**src/rtl/prm_edge_mask_collector.sv**
```systemverilog
`default_nettype none
// +--------------------------------------------------------------------------+
// | prm_edge_mask_collector                                                  |
// | Streams obstacle codes onto the checker bus, ORs the returned edge masks |
// | over a frame and emits a blocked-edge bitmap, popcount and code count.   |
// | Revision: 1.0                                                            |
// +--------------------------------------------------------------------------+
module prm_edge_mask_collector #(
  parameter int CODE_W    = 15,
  parameter int NUM_EDGES = 64,
  parameter int CNT_W     = 16
) (
  input  logic                         clk,
  input  logic                         rst_n,
  input  logic                         clear,
  input  logic                         obs_valid,
  output logic                         obs_ready,
  input  logic [CODE_W-1:0]            obs_code,
  input  logic                         obs_last,
  output logic [CODE_W-1:0]            chk_code,
  input  logic [NUM_EDGES-1:0]         chk_mask,
  output logic                         res_valid,
  input  logic                         res_ready,
  output logic [NUM_EDGES-1:0]         res_mask,
  output logic [$clog2(NUM_EDGES):0]   res_blocked,
  output logic [CNT_W-1:0]             res_count
);

  localparam int BLK_W = $clog2(NUM_EDGES) + 1;
  localparam logic [CNT_W-1:0] CNT_ONE = {{(CNT_W-1){1'b0}}, 1'b1};
  localparam logic [CNT_W-1:0] CNT_MAX = {CNT_W{1'b1}};

  typedef enum logic [1:0] {
    ST_RUN   = 2'd0,
    ST_FLUSH = 2'd1,
    ST_OUT   = 2'd2
  } state_t;

  state_t               state_q, state_d;
  logic                 rdy_q, rdy_d;
  logic                 s1_vld_q, s1_vld_d;
  logic [CODE_W-1:0]    chk_code_q, chk_code_d;
  logic [NUM_EDGES-1:0] acc_q, acc_d;
  logic [CNT_W-1:0]     count_q, count_d;
  logic                 res_valid_q, res_valid_d;
  logic [NUM_EDGES-1:0] res_mask_q, res_mask_d;
  logic [BLK_W-1:0]     res_blocked_q, res_blocked_d;
  logic [CNT_W-1:0]     res_count_q, res_count_d;

  logic                 hs;
  logic [NUM_EDGES-1:0] fold;

  function automatic logic [BLK_W-1:0] popcnt(input logic [NUM_EDGES-1:0] v);
    logic [BLK_W-1:0] n;
    n = '0;
    for (int i = 0; i < NUM_EDGES; i++) begin
      n = n + {{(BLK_W-1){1'b0}}, v[i]};
    end
    return n;
  endfunction

  // Ready is registered so it stays low through reset; clear masks it in-cycle.
  assign obs_ready = rdy_q & ~clear;
  assign hs        = obs_valid & obs_ready;
  assign fold      = acc_q | chk_mask;

  always_comb begin
    state_d       = state_q;
    s1_vld_d      = 1'b0;
    chk_code_d    = chk_code_q;
    acc_d         = acc_q;
    count_d       = count_q;
    res_valid_d   = res_valid_q;
    res_mask_d    = res_mask_q;
    res_blocked_d = res_blocked_q;
    res_count_d   = res_count_q;

    case (state_q)
      ST_RUN: begin
        if (s1_vld_q) begin
          acc_d = fold;
        end
        if (hs) begin
          chk_code_d = obs_code;
          s1_vld_d   = 1'b1;
          count_d    = (count_q == CNT_MAX) ? count_q : count_q + CNT_ONE;
          if (obs_last) begin
            state_d = ST_FLUSH;
          end
        end
      end
      ST_FLUSH: begin
        res_mask_d    = fold;
        res_blocked_d = popcnt(fold);
        res_count_d   = count_q;
        res_valid_d   = 1'b1;
        state_d       = ST_OUT;
      end
      ST_OUT: begin
        if (res_ready) begin
          res_valid_d = 1'b0;
          acc_d       = '0;
          count_d     = '0;
          state_d     = ST_RUN;
        end
      end
      default: begin
        state_d = ST_RUN;
      end
    endcase

    // Abort wins over everything, including a result about to be published.
    if (clear) begin
      acc_d       = '0;
      count_d     = '0;
      s1_vld_d    = 1'b0;
      res_valid_d = 1'b0;
      state_d     = ST_RUN;
    end

    rdy_d = (state_d == ST_RUN);
  end

  always_ff @(posedge clk or negedge rst_n) begin
    if (!rst_n) begin
      state_q       <= ST_RUN;
      rdy_q         <= 1'b0;
      s1_vld_q      <= 1'b0;
      chk_code_q    <= '0;
      acc_q         <= '0;
      count_q       <= '0;
      res_valid_q   <= 1'b0;
      res_mask_q    <= '0;
      res_blocked_q <= '0;
      res_count_q   <= '0;
    end else begin
      state_q       <= state_d;
      rdy_q         <= rdy_d;
      s1_vld_q      <= s1_vld_d;
      chk_code_q    <= chk_code_d;
      acc_q         <= acc_d;
      count_q       <= count_d;
      res_valid_q   <= res_valid_d;
      res_mask_q    <= res_mask_d;
      res_blocked_q <= res_blocked_d;
      res_count_q   <= res_count_d;
    end
  end

  assign chk_code    = chk_code_q;
  assign res_valid   = res_valid_q;
  assign res_mask    = res_mask_q;
  assign res_blocked = res_blocked_q;
  assign res_count   = res_count_q;

endmodule
`default_nettype wire
```
**config.mk**
```make
export PLATFORM = sky130hd
export DESIGN_NAME = prm_edge_mask_collector
export DESIGN_NICKNAME = d
export VERILOG_FILES = /design/src/rtl/prm_edge_mask_collector.sv
export SDC_FILE = /design/constraint.sdc
export NUM_CORES = 1
export LEC_CHECK = 0
export ABC_CLOCK_PERIOD_IN_PS = 9900
export CORE_UTILIZATION = 30
export DETAILED_ROUTE_END_ITERATION = 6
export PLACE_DENSITY_LB_ADDON = 0.25
export SLEW_MARGIN = 20
export SYNTH_ARGS = -nofsm -noshare
export SYNTH_HDL_FRONTEND = slang
export SYNTH_SLANG_ARGS = --single-unit
```
**constraint.sdc**
```tcl
create_clock -name clk -period 9.9 [get_ports clk]
set_input_delay 2.97 -clock clk [delete_from_list [all_inputs] [get_ports clk]]
set_output_delay 2.97 -clock clk [all_outputs]
set_load 0.02 [all_outputs]
```
==> metrics.log <==
[metrics] result of the run: finished clean
[metrics] routed length on met1: 10900 um
[metrics] routability congestion estimate from global placement: 0.791
[metrics] Req. time, crit path: 10.26 ns
[metrics] setup slack of the worst register-to-register path: 3.54 ns
[metrics] post-route fraction of the period consumed by the critical path: 0.910
[metrics] transition time at the pin with the least slew margin: 1.00 ns
[metrics] power density over the cells: 431 nW/um^2
[metrics] # IOs: 189
[metrics] launch point of the worst reg-to-reg path: acc_q[35]
[metrics] DRC violation count after routing: 0
[metrics] fraction of final layout cells sized beyond drive strength 1: 0.0786
[metrics] R2R Path End: res_blocked[5]
[metrics] nets@finish: 1124
[metrics] leading area contributor after synthesis: dfrtp_1
[metrics] total negative slack: 0 ns
[metrics] clock latency reported for the late side of the worst-skew pair: 0.42 ns
[metrics] post-synth top area share: 0.525
[metrics] post-route design area: 11800 sq um
[metrics] setup repair after global routing missed its margin: false
[metrics] highest clock rate: 111 MHz
[metrics] unique cell type count in the Yosys netlist: 43
[metrics] worst setup skew after layout: 0.0118 ns
[metrics] maximum vdd ir drop: 885 uV
[metrics] worst slack at placement: 0.481 ns
[metrics] Total Power: 5.08 mW
[metrics] number of cells on the worst hold path: 2
[metrics] wire length on met2: 9870 um
[metrics] root buffer cell: clkbuf_16
[metrics] Fillers: 2853
[metrics] share of the core filled with cells in the final layout: 0.406
[metrics] post-route setup slack: 0.889 ns
[metrics] ys async rst share: 1.00
[metrics] Detailed Routing Iterations Pass 1: 7
[metrics] residual antenna-violating net count after detailed routing: 0
[metrics] DR WL/cell: 16.5 um
[metrics] # setup viols final: 0
[metrics] number of flip-flops and latches in the synthesized netlist: 187
[metrics] mean instance size in the synthesized netlist: 11.2 sq um
[metrics] via total after detailed routing: 6190
[metrics] CORE AREA: 29000 sq um
[metrics] category of the most critical setup path: in -> reg
[metrics] global-route wire length before repair: 36700 um
[metrics] part of the Yosys area used for sequential elements: 0.525
[metrics] Gate Count Post-Synth: 793
[metrics] effective utilization at floorplan: 0.307
[metrics] # hold bufs at CTS: 0
[metrics] Max H-tree Level: 4
[metrics] cts bufs inserted: 17
[metrics] initial antenna violation count: 2
[metrics] worst slew margin relative to its limit: 0.331
[metrics] syn_nets: 948
[metrics] Final min period: 9.01 ns
[metrics] die boundary width: 174 um
[metrics] Post-CTS Setup Repair Bufs: 0
[metrics] area of the die: 30400 sq um
[metrics] dominant register cell in the synthesized netlist: dfrtp_1
[metrics] top cells by area, synth: dfrtp_1 (52%), fa_1 (12%), mux2_1 (7.3%), nor2_1 (4.4%), a21oi_1 (3.9%)
[metrics] Std-Cell Rows: 62
[metrics] met3 WL post-DR: 1350 um
[metrics] clock slew seen by the registers of the worst setup and hold paths: 0.07 ns
[metrics] Vias per Instance: 4.54
[metrics] worst hold-check path type: reg -> reg
[metrics] max-slew violation count: 0
[metrics] aggregate global-route resource usage: 0.156
[metrics] Worst Hold Endpoint: res_mask[5]
[metrics] max-cap violation count: 0
[metrics] pin count of the biggest net entering global routing: 79
[metrics] number of enable flip-flop cells after synthesis: 0
[metrics] cell area after technology mapping: 8920 sq um
[metrics] Post-Place Cell Area: 11200 sq um
[metrics] Final Hold Fails: 0
[metrics] violation count after the first detailed-route iteration: 388
[metrics] buffer depth of the longest clock path: 2
[metrics] clock tree from TritonCTS: built
[metrics] Crit path arrival time: 9.37 ns
[metrics] Worst setup EP type: register
[metrics] count of cells resized by post-cts repair: 0
[metrics] routed wire length: 22500 um
[metrics] final antenna diode count: 0
[metrics] vias in the first global route: 6444
[metrics] clock sink total: 187
[metrics] count of input and output buffers: 188
[metrics] Worst Setup Start Kind: input port
[metrics] remaining global-route overflow: 0
[metrics] Area Growth Syn to Fin: 31.9%
[metrics] top sig layer: met4
[metrics] HP Start: res_mask[5]
[metrics] die span in y: 174 um
[metrics] Detailed Place HPWL: 15900 um
[metrics] synth warn: 0
[metrics] highest net fanout along the worst path: 2
[metrics] worst-case reg-to-reg path depth: 18
[metrics] Leakage: 5.17 nW
## per-layer routing
layer | track usage | vias to the layer above
met5 | 0 | -
met4 | 0.0486 | 0
met3 | 0.0437 | 15
met2 | 0.233 | 143
met1 | 0.218 | 3022
li1 | - | 3010
## area by class of cell
type / instances / area [sq um] / area share
sequential: 187 / 4680 / 0.398
multi-input combinational: 513 / 3900 / 0.332
timing repair buffer: 193 / 1920 / 0.163
tap: 384 / 480 / 0.0408
clock buffer: 17 / 425 / 0.0362
inverter: 57 / 214 / 0.0182
clock inverter: 13 / 141 / 0.0120
## layout by cell type (no fill, tap or decap), types with 2 or more instances in the layout
cell type,instances
nand2_1,50
inv_1,57
clkinv_2,3
a41oi_1,3
xnor2_1,2
clkbuf_16,17
a31oi_1,21
fa_1,54
clkinvlp_4,3
nor2_1,104
buf_4,5
inv_6,5
nor3_1,3
nor2b_1,3
and3_1,3
nand3_1,5
or2_1,2
o31ai_1,3
nand3b_1,2
o21ai_0,4
a21o_1,4
or2_2,32
mux2_1,58
mux2i_1,3
nand2b_1,2
o21ai_1,43
clkdlybuf4s50_1,187
dfrtp_1,187
ha_1,16
nand4_1,8
bufinv_16,2
a21oi_1,70
## sequential cells by signal, summed over array words and instances (netlist names)
name,cells
acc_q,64
chk_code,15
count_q,16
rdy_q,1
res_blocked,7
res_count,16
res_mask,64
res_valid,1
s1_vld_q,1
state_q,2
## metrics by stage
stage | hold slack, ns | std cells
2_1_floorplan | 0.454 | 793
3_3_place_gp | 0.466 | 1334
3_5_place_dp | 0.474 | 1334
4_1_cts | 0.492 | 1364
5_1_grt | 0.504 | 1364
6_report | 0.485 | 1364
## where the power goes
part,switching [mW],internal [mW]
combinational,1.79,1.62
sequential,0.0779,0.900
clock,0.315,0.373
total,2.18,2.89
## cell usage after synthesis (8+ instances only)
| master | instances |
|---|---|
| o21ai_1 | 43 |
| dfrtp_1 | 187 |
| nand4_1 | 8 |
| mux2_1 | 58 |
| or2_2 | 32 |
| fa_1 | 54 |
| clkbuf_1 | 22 |
| buf_1 | 12 |
| a21oi_1 | 70 |
| nand2_1 | 50 |
| ha_1 | 16 |
| nor2_1 | 105 |
| inv_1 | 57 |
| a31oi_1 | 21 |
## kinds of logic after synthesis
kind of cell               Yosys count  synth area share
buffers and inverters               93            0.0408
and+or+nand+nor                    223             0.114
DFF                                187             0.525
muxes                               61            0.0766
xor gates and xnor gates             3           0.00295
adders and majority gates           70             0.144
AOI/OAI and AO/OA                  156            0.0974
## worst max path at each step
stage | slack, ns | from | end
final | 0.89 | chk_mask[17] | res_blocked[5]
after global routing | 0.70 | chk_mask[17] | res_blocked[5]
after global placement | 0.57 | chk_mask[17] | res_blocked[5]
after detailed placement | 0.48 | chk_mask[17] | res_blocked[5]
after CTS | 0.92 | chk_mask[17] | res_blocked[5]
after floorplan | 1.21 | chk_mask[17] | res_blocked[5]
## critical path, cell delays in order
cell and delay [ns]:
clkdlybuf4s50_1 0.46, or2_2 0.34, fa_1 0.54, inv_1 0.07, fa_1 0.54, inv_1 0.05, fa_1 0.47, inv_1 0.05
fa_1 0.46, fa_1 0.42, inv_1 0.08, fa_1 0.45, fa_1 0.54, inv_1 0.05, fa_1 0.54, inv_1 0.07
ha_1 0.29, a21o_1 0.17, a31o_2 0.25, a2111oi_0 0.38, nand3b_1 0.16
(Power assumes the default switching activity.)
